===== config.mk =====
export PLATFORM = sky130hd
export DESIGN_NAME = exec_resolve_flat
export DESIGN_NICKNAME = d
export VERILOG_FILES = /design/src/rtl/exec_resolve_if.sv /design/src/rtl/exec_resolve.sv /design/src/flat_wrapper.sv
export SDC_FILE = /design/constraint.sdc
export NUM_CORES = 1
export LEC_CHECK = 0
export BUFFER_PORTS_ARGS = -buffer_cell sky130_fd_sc_hd__buf_2
export CORE_MARGIN = 2
export CORE_UTILIZATION = 50
export DETAILED_ROUTE_END_ITERATION = 8
export PLACE_DENSITY = 0.86
export SLEW_MARGIN = 20
export SYNTH_ARGS = -nofsm -noshare
export SYNTH_HDL_FRONTEND = slang
export SYNTH_SLANG_ARGS = --single-unit

===== constraint.sdc =====
create_clock -name clk -period 3.4 [get_ports clk]
set_clock_uncertainty 0.1 [all_clocks]
set_input_delay 0.34 -clock clk [delete_from_list [all_inputs] [get_ports clk]]
set_output_delay 0.34 -clock clk [all_outputs]
set_load 0.005 [all_outputs]

===== src/rtl/exec_resolve_if.sv =====
// Data-memory request/acknowledge bundle between the execute/resolve stage and data memory.
interface exec_resolve_if;
  logic        dmem_req;
  logic [31:0] dmem_addr;
  logic        dmem_ack;
  logic [31:0] dmem_rdata;

  modport master (output dmem_req, output dmem_addr, input dmem_ack, input dmem_rdata);
  modport slave  (input dmem_req, input dmem_addr, output dmem_ack, output dmem_rdata);
endinterface


===== src/rtl/exec_resolve.sv =====
// Execute/resolve stage: ALU writeback, branch/jump redirect with one-cycle flush, blocking loads.
// Optional taken-redirect counter enabled by defining EXEC_BRANCH_CNT_EN.
module exec_resolve (
  input  logic                  clk,
  input  logic                  reset,
  input  logic                  in_valid,
  input  logic [31:0]           pc_in,
  input  logic [4:0]            rd_in,
  input  logic [31:0]           rs1_val,
  input  logic [31:0]           rs2_val,
  input  logic [31:0]           imm,
  input  logic [11:0]           code,
  input  logic                  is_load,
  input  logic                  is_branch,
  output logic [31:0]           pc_branch,
  output logic                  origin_pc,
  output logic                  rf_we,
  output logic [4:0]            rf_waddr,
  output logic [31:0]           rf_wdata,
  exec_resolve_if.master        dmem,
  output logic                  stall,
  output logic [15:0]           branch_count
);

  typedef enum logic [1:0] {RUN, LOAD_WAIT, FLUSH} state_t;

  state_t      state;
  logic [4:0]  load_rd;
  logic        taken;
  logic        jump;
  logic        redirect_fire;
  logic [31:0] sum;
  logic        unused_code;

  assign unused_code   = ^code[10:3];
  assign sum           = rs1_val + imm;
  assign jump          = code[11] | (is_branch & taken);
  assign redirect_fire = (state == RUN) & in_valid & jump;

  always_comb begin
    taken = 1'b0;
    case (code[2:0])
      3'b000:  taken = (rs1_val == rs2_val);
      3'b001:  taken = (rs1_val != rs2_val);
      3'b100:  taken = ($signed(rs1_val) <  $signed(rs2_val));
      3'b101:  taken = ($signed(rs1_val) >= $signed(rs2_val));
      3'b110:  taken = (rs1_val <  rs2_val);
      3'b111:  taken = (rs1_val >= rs2_val);
      default: taken = 1'b0;
    endcase
  end

  always_ff @(posedge clk) begin
    if (reset) begin
      state          <= RUN;
      pc_branch      <= '0;
      origin_pc      <= 1'b0;
      rf_we          <= 1'b0;
      rf_waddr       <= '0;
      rf_wdata       <= '0;
      dmem.dmem_req  <= 1'b0;
      dmem.dmem_addr <= '0;
      stall          <= 1'b0;
      load_rd        <= '0;
    end else begin
      rf_we     <= 1'b0;
      origin_pc <= 1'b0;
      case (state)
        RUN: begin
          if (in_valid) begin
            // jumps and branches outrank loads when decode flags overlap
            if (jump) begin
              origin_pc <= 1'b1;
              pc_branch <= pc_in + imm;
              state     <= FLUSH;
            end else if (is_branch) begin
              state <= RUN;
            end else if (is_load) begin
              dmem.dmem_req  <= 1'b1;
              dmem.dmem_addr <= sum;
              stall          <= 1'b1;
              load_rd        <= rd_in;
              state          <= LOAD_WAIT;
            end else begin
              rf_we    <= (rd_in != 5'd0);
              rf_waddr <= rd_in;
              rf_wdata <= sum;
            end
          end
        end
        LOAD_WAIT: begin
          if (dmem.dmem_ack) begin
            dmem.dmem_req <= 1'b0;
            stall         <= 1'b0;
            rf_we         <= (load_rd != 5'd0);
            rf_waddr      <= load_rd;
            rf_wdata      <= dmem.dmem_rdata;
            state         <= RUN;
          end
        end
        FLUSH:   state <= RUN;
        default: state <= RUN;
      endcase
    end
  end

`ifdef EXEC_BRANCH_CNT_EN
  logic [15:0] cnt_q;

  always_ff @(posedge clk) begin
    if (reset)              cnt_q <= '0;
    else if (redirect_fire) cnt_q <= cnt_q + 16'd1;
  end

  assign branch_count = cnt_q;
`else
  logic unused_fire;

  assign unused_fire  = redirect_fire;
  assign branch_count = '0;
`endif

endmodule


===== src/flat_wrapper.sv =====
// flat-port wrapper written by rule: the top's interface ports become plain ports
module exec_resolve_flat 
  (clk, reset, in_valid, pc_in, rd_in, rs1_val, rs2_val, imm, code, is_load, is_branch, pc_branch, origin_pc, rf_we, rf_waddr, rf_wdata, stall, branch_count, dmem_dmem_req, dmem_dmem_addr, dmem_dmem_ack, dmem_dmem_rdata);
  exec_resolve_if dmem_i ();
  input  logic clk;
  input  logic reset;
  input  logic in_valid;
  input  logic [31:0] pc_in;
  input  logic [4:0] rd_in;
  input  logic [31:0] rs1_val;
  input  logic [31:0] rs2_val;
  input  logic [31:0] imm;
  input  logic [11:0] code;
  input  logic is_load;
  input  logic is_branch;
  output logic [31:0] pc_branch;
  output logic origin_pc;
  output logic rf_we;
  output logic [4:0] rf_waddr;
  output logic [31:0] rf_wdata;
  output logic stall;
  output logic [15:0] branch_count;
  output wire logic [$bits(dmem_i.dmem_req)-1:0] dmem_dmem_req;
  output wire logic [$bits(dmem_i.dmem_addr)-1:0] dmem_dmem_addr;
  input wire logic [$bits(dmem_i.dmem_ack)-1:0] dmem_dmem_ack;
  input wire logic [$bits(dmem_i.dmem_rdata)-1:0] dmem_dmem_rdata;
  assign dmem_dmem_req = dmem_i.dmem_req;
  assign dmem_dmem_addr = dmem_i.dmem_addr;
  assign dmem_i.dmem_ack = dmem_dmem_ack;
  assign dmem_i.dmem_rdata = dmem_dmem_rdata;
  exec_resolve u_core (.clk(clk), .reset(reset), .in_valid(in_valid), .pc_in(pc_in), .rd_in(rd_in), .rs1_val(rs1_val), .rs2_val(rs2_val), .imm(imm), .code(code), .is_load(is_load), .is_branch(is_branch), .pc_branch(pc_branch), .origin_pc(origin_pc), .rf_we(rf_we), .rf_waddr(rf_waddr), .rf_wdata(rf_wdata), .dmem(dmem_i), .stall(stall), .branch_count(branch_count));
endmodule

==> results of run 1 <==
[cells by family (layout without fill, tap and decap cells)]
logic type                 after synthesis  count (layout)
AOI/OAI and AO/OA                      300             300
xor gates and xnor gates                54              54
adders and majority gates               96              96
buffers and inverters                  113             385
DFF                                    111             111
muxes                                   28              28
other                                    1              16
and+or+nand+nor                        369             369
[layer usage]
metal	global-route usage, %	vias up	wire length (um)
met3	5.14	56	1930
li1	-	4368	-
met1	36.6	4080	10900
met4	10.5	0	743
met2	45.0	384	11600
met5	0	-	0
[how the worst max path moves through the flow]
stage                startpoint                    to  cells after the start
detailed placement  rs1_val[10]   u_core.pc_branch[4]                     14
floorplan           rs2_val[10]  u_core.pc_branch[10]                     14
global placement    rs1_val[10]  u_core.pc_branch[28]                     14
finish              rs1_val[10]   u_core.pc_branch[4]                     14
CTS                 rs1_val[10]   u_core.pc_branch[4]                     14
global route        rs1_val[10]   u_core.pc_branch[4]                     14
[power by group]
group / internal, mW / switching (mW) / leakage (nW) / total (mW)
combinational: 0.562 / 0.710 / 4.15 / 1.27
clock: 0.611 / 0.543 / 0.155 / 1.15
sequential: 1.37 / 0.0371 / 0.902 / 1.41
[area by class of cell]
type	count	area (um2)
clock buffer	11	243
clock inverter	5	75.1
fill	1434	6050
inverter	53	199
multi-input combinational	863	5670
sequential	111	2220
tap	220	275
timing repair buffer	316	1730
[sequential cells by signal, summed over array words and instances (netlist names)]
name / count
u_core.rf_waddr: 5
u_core.state: 2
u_core.rf_wdata: 32
u_core.dmem.dmem_addr: 32
u_core.rf_we: 1
u_core.pc_branch: 32
u_core.origin_pc: 1
u_core.load_rd: 5
u_core.stall: 1
[synthesized netlist by cell type (all sizes together), types with 3 or more instances]
cell type  number
o31a            4
xnor2          28
o21bai          6
buf            24
nand3          18
o22ai           5
or4             5
xor2           26
nand4          11
and3           13
a211oi         21
dfxtp         111
a311oi         23
nor2          118
mux2i          27
o311ai          3
or3             3
a211o           5
inv            53
and4            3
nor2b          12
a2111oi         4
ha             94
nand2b          9
a21boi          3
nor4            4
o211ai          4
a31oi          10
or2             6
a21o           22
nand2         143
and2            4
o31ai           6
o41a            3
nor3           15
clkbuf         36
a21oi         103
o21ai          44
o21a           16
[metrics by stage]
step | TNS [ns] | setup WS [ns]
final | 0 | 0.202
after global routing | 0 | 0.0793
after CTS | 0 | 0.208
after detailed placement | -2.70 | -0.173
after global placement | -1.01 | -0.0655
after floorplan | 0 | 0.331
[cells in the final DEF (no fill, tap or decap), types with 4 or more instances in the layout]
cell       instances
a2111oi_0          4
a211o_1            5
a211oi_1          21
a21o_1            22
a21oi_1          102
a311oi_1          23
a31oi_1           10
and2_1             4
and3_1            13
buf_12             4
buf_2            278
buf_4             34
clkbuf_16          9
conb_1            16
dfxtp_1          111
ha_1              94
inv_1             53
mux2i_1           27
nand2_1          143
nand2b_1           9
nand3_1           18
nand4_1           11
nor2_1           118
nor2b_1           11
nor3_1            15
o211ai_1           4
o21a_1            16
o21ai_0           41
o21bai_1           6
o22ai_1            5
o31a_1             4
o31ai_1            5
or2_2              5
or4_1              5
xnor2_1           28
xor2_1            26
==> summary.md, run 1 <==
| Metric | Value |
|---|---|
| CTS Root Cell | clkbuf_16 |
| RSZ-0062 raised after global routing | false |
| Hold-fix buffer count after cts | 0 |
| Max VDD drop | 0.235 mV |
| Area leader, netlist | dfxtp_1 |
| Vias | 8888 |
| DP HPWL | 20500 um |
| Post-synth top area share | 26.6% |
| Synth Area in XOR/XNOR | 5.67% |
| Synth cell types | 68 |
| Power Density | 368 nW/um2 |
| Delay of the slowest cell on the worst path | 0.37 ns |
| Yosys warns | 0 |
| DIE HEIGHT | 133 um |
| Post-synth ARST share | 0% |
| Max Clock Freq | 313 MHz |
| Synth top area cells | dfxtp_1 (27%), ha_1 (14%), nand2_1 (6.4%) |
| WHS | 0.118 ns |
| Inserted Clock Buffers | 9 |
| FF+latch count, synth | 111 |
| Max Root-Sink Buffers | 2 |
| Number of global-route vias before repair | 8200 |
| Relative slew slack | 32.6% |
| Die X | 133 um |
| R2R Path End | u_core.rf_wdata[3] |
| Ratio of cells with drive above 1 in the final layout | 25.2% |
| EDFF count, synth | 0 |
| Total power | 3.83 mW |
| Clock tree sinks | 111 |
| Hold Path End | u_core.stall |
| Top delay family on crit path | compound AO/OA/AOI/OAI gates |
| Worst-margin pin slew | 1.01 ns |
| Worst reg2reg startpoint | u_core.state[0] |
| Wirelength, routed | 25200 um |
| Kind of critical path | in2reg |
| Core box area | 16500 um2 |
| Ports | 304 |
| Core Rows | 47 |
| Synth Area in Compound Gates | 23.5% |
| DR WL/cell | 16.0 um |
| Nets@finish | 1633 |
| Largest net degree at the start of global routing | 62 |
| PortBufs | 279 |
| Gpl congestion | 0.963 |
| DR DRC count | 0 |
| GRT Resource Usage Total | 27.7% |
| H-tree depth reported by CTS | 3 |
| Largest family of logic cells by synthesized area | compound AO/OA/AOI/OAI gates |
| Initial DRC count | 562 |
| Area Overhead vs Synth | 24.8% |
| Final antenna-violating net count | 0 |
| R2R cell count | 7 |
| Via density | 5.63 |
| Ys flop type | dfxtp_1 |
| LEAKAGE | 5.21 nW |
| Cell area after layout | 10400 um2 |
| Final worst path period need | 3.20 ns |
| Pre-antenna DRT Iters | 5 |
| CP bufs+invs | 3 |
| Final hold violation count | 0 |
| Fin util | 63.2% |
| Synthesized-area fraction occupied by adder cells | 14.6% |
| Initial antenna violation count | 0 |
| Simple-Gate Fraction of Synth Area | 19.8% |
| Mean Syn Cell Area | 7.78 um2 |
| N_diodes | 0 |
| Inst Count DP | 1563 |
| Postcts setup bufs | 0 |
| Fin crit share | 94.1% |
| Mux cell area share after synthesis | 3.38% |
| Slowest cell on crit path | o31a_1 |
| First-pass GRT wire length | 39800 um |
| Pins over their slew limit | 0 |
| CTS resizes | 0 |
| Status | finished clean |
| Critical Path AT | 3.32 ns |
| Post-synthesis sequential area ratio | 26.6% |
| Worst path cell trace | buf_2 -> ha_1 -> a21o_1 -> a21oi_1 -> nor2_1 -> o31a_1 -> nor4_4 -> a32oi_1 -> a311o_1 -> o31ai_4 -> buf_12 -> buf_12 -> mux2i_1 -> nor2_1 |
| DIE AREA | 17700 um2 |
| Dpl cell area | 10100 um2 |
| Post-Layout Cell Count | 1579 |
| Slack of the worst reg-to-reg path | 1.28 ns |
| Synth Cell Area | 8340 um2 |
| CTS tree | done |
| Hold Crit Class | in2reg |
| Max Cap Violations | 0 |
| Clock transition at the registers of the reported paths | 0.08 ns |
| Clock latency at the later pin of the worst-skew pair | 0.35 ns |
| Cells after Synth | 1072 |
| Startpoint Class | primary input |
| Initial Util | 50.7% |
| WHS Path Cells | 2 |
| Hold Startpoint | dmem_dmem_ack |
| Crit. End Element | register |
| Overflow after GRT | 0 |
| Worst-path maximum fanout | 19 |
| Setup violators final | 0 |
| Worst EP required | 3.52 ns |
(Power assumes the default switching activity.)
==> run 2, diff against run 1 <==
--- a/config.mk
+++ b/config.mk
@@ -10,6 +10,7 @@
 export CORE_UTILIZATION = 50
 export DETAILED_ROUTE_END_ITERATION = 8
 export PLACE_DENSITY = 0.86
+export REMOVE_ABC_BUFFERS = 1
 export SLEW_MARGIN = 20
 export SYNTH_ARGS = -nofsm -noshare
 export SYNTH_HDL_FRONTEND = slang
==> summary.md, run 2 (synthesis gave the netlist of run 1 again) <==
| Metric | Value |
|---|---|
| Hold Startpoint | dmem_dmem_ack (unchanged) |
| Worst reg2reg startpoint | u_core.state[0] (unchanged) |
| DIE HEIGHT | 133 um (unchanged) |
| Final hold violation count | 0 (unchanged) |
| Fin util | 62.9% (was 63.2%) |
| Clock latency at the later pin of the worst-skew pair | 0.36 ns (was 0.35 ns) |
| Crit. End Element | register (unchanged) |
| Met1 GRT Util | 35.8% (was 36.6%) |
| Worst-margin pin slew | 1.01 ns (about the same) |
| R2R cell count | 7 (unchanged) |
| LEAKAGE | 5.18 nW (was 5.21 nW) |
| Hold Crit Class | in2reg (unchanged) |
| Ports | 304 (unchanged) |
| Nets@finish | 1632 (was 1633) |
| Max Cap Violations | 0 (unchanged) |
| TNS Setup | 0 ns (unchanged) |
| Vias | 8925 (was 8888) |
| M3 GR Usage | 3.23% (was 5.14%) |
| PortBufs | 279 (unchanged) |
| Met2 GRT Util | 47.8% (was 45.0%) |
| DP HPWL | 20500 um (about the same) |
| Top Usage Layer GRT | met2 (unchanged) |
| Area Overhead vs Synth | 24.2% (was 24.8%) |
| Inserted Clock Buffers | 9 (unchanged) |
| Initial Util | 50.7% (unchanged) |
| Fin crit share | 95.3% (was 94.1%) |
| Clock tree sinks | 111 (unchanged) |
| H-tree depth reported by CTS | 3 (unchanged) |
| Initial antenna violation count | 4 (was 0) |
| Worst EP required | 3.56 ns (was 3.52 ns) |
| Status | finished clean (unchanged) |
| Hold Path End | u_core.stall (unchanged) |
| Max Clock Freq | 309 MHz (was 313 MHz) |
| Worst-path maximum fanout | 15 (was 19) |
| Die X | 133 um (unchanged) |
| RSZ-0062 raised after global routing | false (unchanged) |
| Initial DRC count | 583 (was 562) |
| Pins over their slew limit | 0 (unchanged) |
| Max Root-Sink Buffers | 2 (unchanged) |
| WHS Path Cells | 2 (unchanged) |
| Core box area | 16500 um2 (unchanged) |
| DIE AREA | 17700 um2 (unchanged) |
| Hold-fix buffer count after cts | 0 (unchanged) |
| Commonest non-fill, non-tap cell in the layout | buf_2 (unchanged) |
| CTS resizes | 0 (unchanged) |
| Max VDD drop | 0.241 mV (was 0.235 mV) |
| Kind of critical path | in2reg (unchanged) |
| Core Rows | 47 (unchanged) |
| Total power | 3.72 mW (was 3.83 mW) |
| Wirelength, routed | 25400 um (was 25200 um) |
| Final antenna-violating net count | 0 (unchanged) |
| GRT Resource Usage Total | 28.0% (was 27.7%) |
| Registers with the most flip-flops | u_core.dmem.dmem_addr: 32 flops, u_core.pc_branch: 32 flops, u_core.rf_wdata: 32 flops (unchanged) |
| R2R Path End | u_core.rf_wdata[2] (was u_core.rf_wdata[3]) |
| Gpl congestion | 0.949 (was 0.963) |
| Overflow after GRT | 0 (unchanged) |
| Ratio of cells with drive above 1 in the final layout | 25.3% (was 25.2%) |
| Startpoint Class | primary input (unchanged) |
| Power Density | 359 nW/um2 (was 368 nW/um2) |
| Via density | 5.64 (was 5.63) |
| CTS Root Cell | clkbuf_16 (unchanged) |
| DR DRC count | 0 (unchanged) |
| Largest net degree at the start of global routing | 59 (was 62) |
| Clock transition at the registers of the reported paths | 0.08 ns (about the same) |
| Relative slew slack | 32.2% (was 32.6%) |
| CTS tree | done (unchanged) |
| DR WL/cell | 16.1 um (was 16.0 um) |
| Postcts setup bufs | 0 (unchanged) |
| Critical Path AT | 3.40 ns (was 3.32 ns) |
| Setup violators final | 0 (unchanged) |
| Layout fillers | 1419 (was 1434) |
| Final worst path period need | 3.24 ns (was 3.20 ns) |
| WHS | 0.0868 ns (was 0.118 ns) |
| First-pass GRT wire length | 40200 um (was 39800 um) |
| Number of global-route vias before repair | 8338 (was 8200) |
| Pre-antenna DRT Iters | 5 (unchanged) |
| Commonest non-fill, non-tap cells in the layout | buf_2 (278), nand2_1 (143), nor2_1 (118), dfxtp_1 (111), a21oi_1 (102) (unchanged) |
| Slack of the worst reg-to-reg path | 1.13 ns (was 1.28 ns) |
==> run 2: cell types whose count changed in the layout (fill, tap and decap cells not counted), sizes merged <==
| cell | change |
|---|---|
| buf | -1 |
| diode | +4 |
| clkinv | +2 |
| clkbuf | -2 |
| clkinvlp | +1 |
| bufinv | -1 |
==> run 2: worst max-delay path by stage <==
stage | to | slack (ns) | cells after the start | startpoint
after global routing | u_core.pc_branch[12] | 0.02 | 14 | rs2_val[15]
final | u_core.pc_branch[12] | 0.16 | 14 | rs2_val[15]
after CTS | u_core.pc_branch[12] | 0.17 | 14 | rs2_val[15]
after floorplan | u_core.pc_branch[18] | -1.35 | 12 | rs2_val[10]
after global placement | u_core.pc_branch[9] | 0.007 | 14 | rs1_val[10]
after detailed placement | u_core.pc_branch[12] | -0.21 | 14 | rs2_val[15]
==> run 2: routing by layer <==
metal,part of all wire (%),vias up
li1,-,4376
met1,44,4092
met2,47,385
met3,6.1,70
met4,3.6,2
met5,0.051,-
==> run 2: area by class of cell <==
cell class	instances	area, um2	share of cell area, %
diodes	4	10.0	0.0966
clock buffers	9	225	2.17
clock inverters	7	66.3	0.640
inverters	53	199	1.92
multi-input cells	863	5670	54.7
flip-flops and latches	111	2220	21.4
well taps	220	275	2.66
repair buffers	315	1690	16.3
==> run 2: power by group <==
part / internal (mW) / leakage (nW) / switching (mW)
combinational: 0.554 / 4.14 / 0.693
clock: 0.516 / 0.141 / 0.549
sequential: 1.37 / 0.902 / 0.0386
==> run 2: metrics by stage <==
stage | setup slack, ns | std cells | cell area, um2
2_1_floorplan | -1.35 | 1027 | 8060
3_3_place_gp | 0.00733 | 1562 | 10100
3_5_place_dp | -0.211 | 1562 | 10100
4_1_cts | 0.170 | 1578 | 10400
5_1_grt | 0.0211 | 1582 | 10400
6_report | 0.159 | 1582 | 10400
==> run 2: critical path, stage by stage <==
cell and delay [ns]:
buf_2 0.10, inv_1 0.04, ha_1 0.31, nand4_1 0.17
nor4_1 0.43, nand3_1 0.29, xor2_1 0.21, or3_1 0.33
a32oi_1 0.22, a311o_1 0.21, o31ai_4 0.08, buf_12 0.18
buf_4 0.16, o41ai_1 0.32
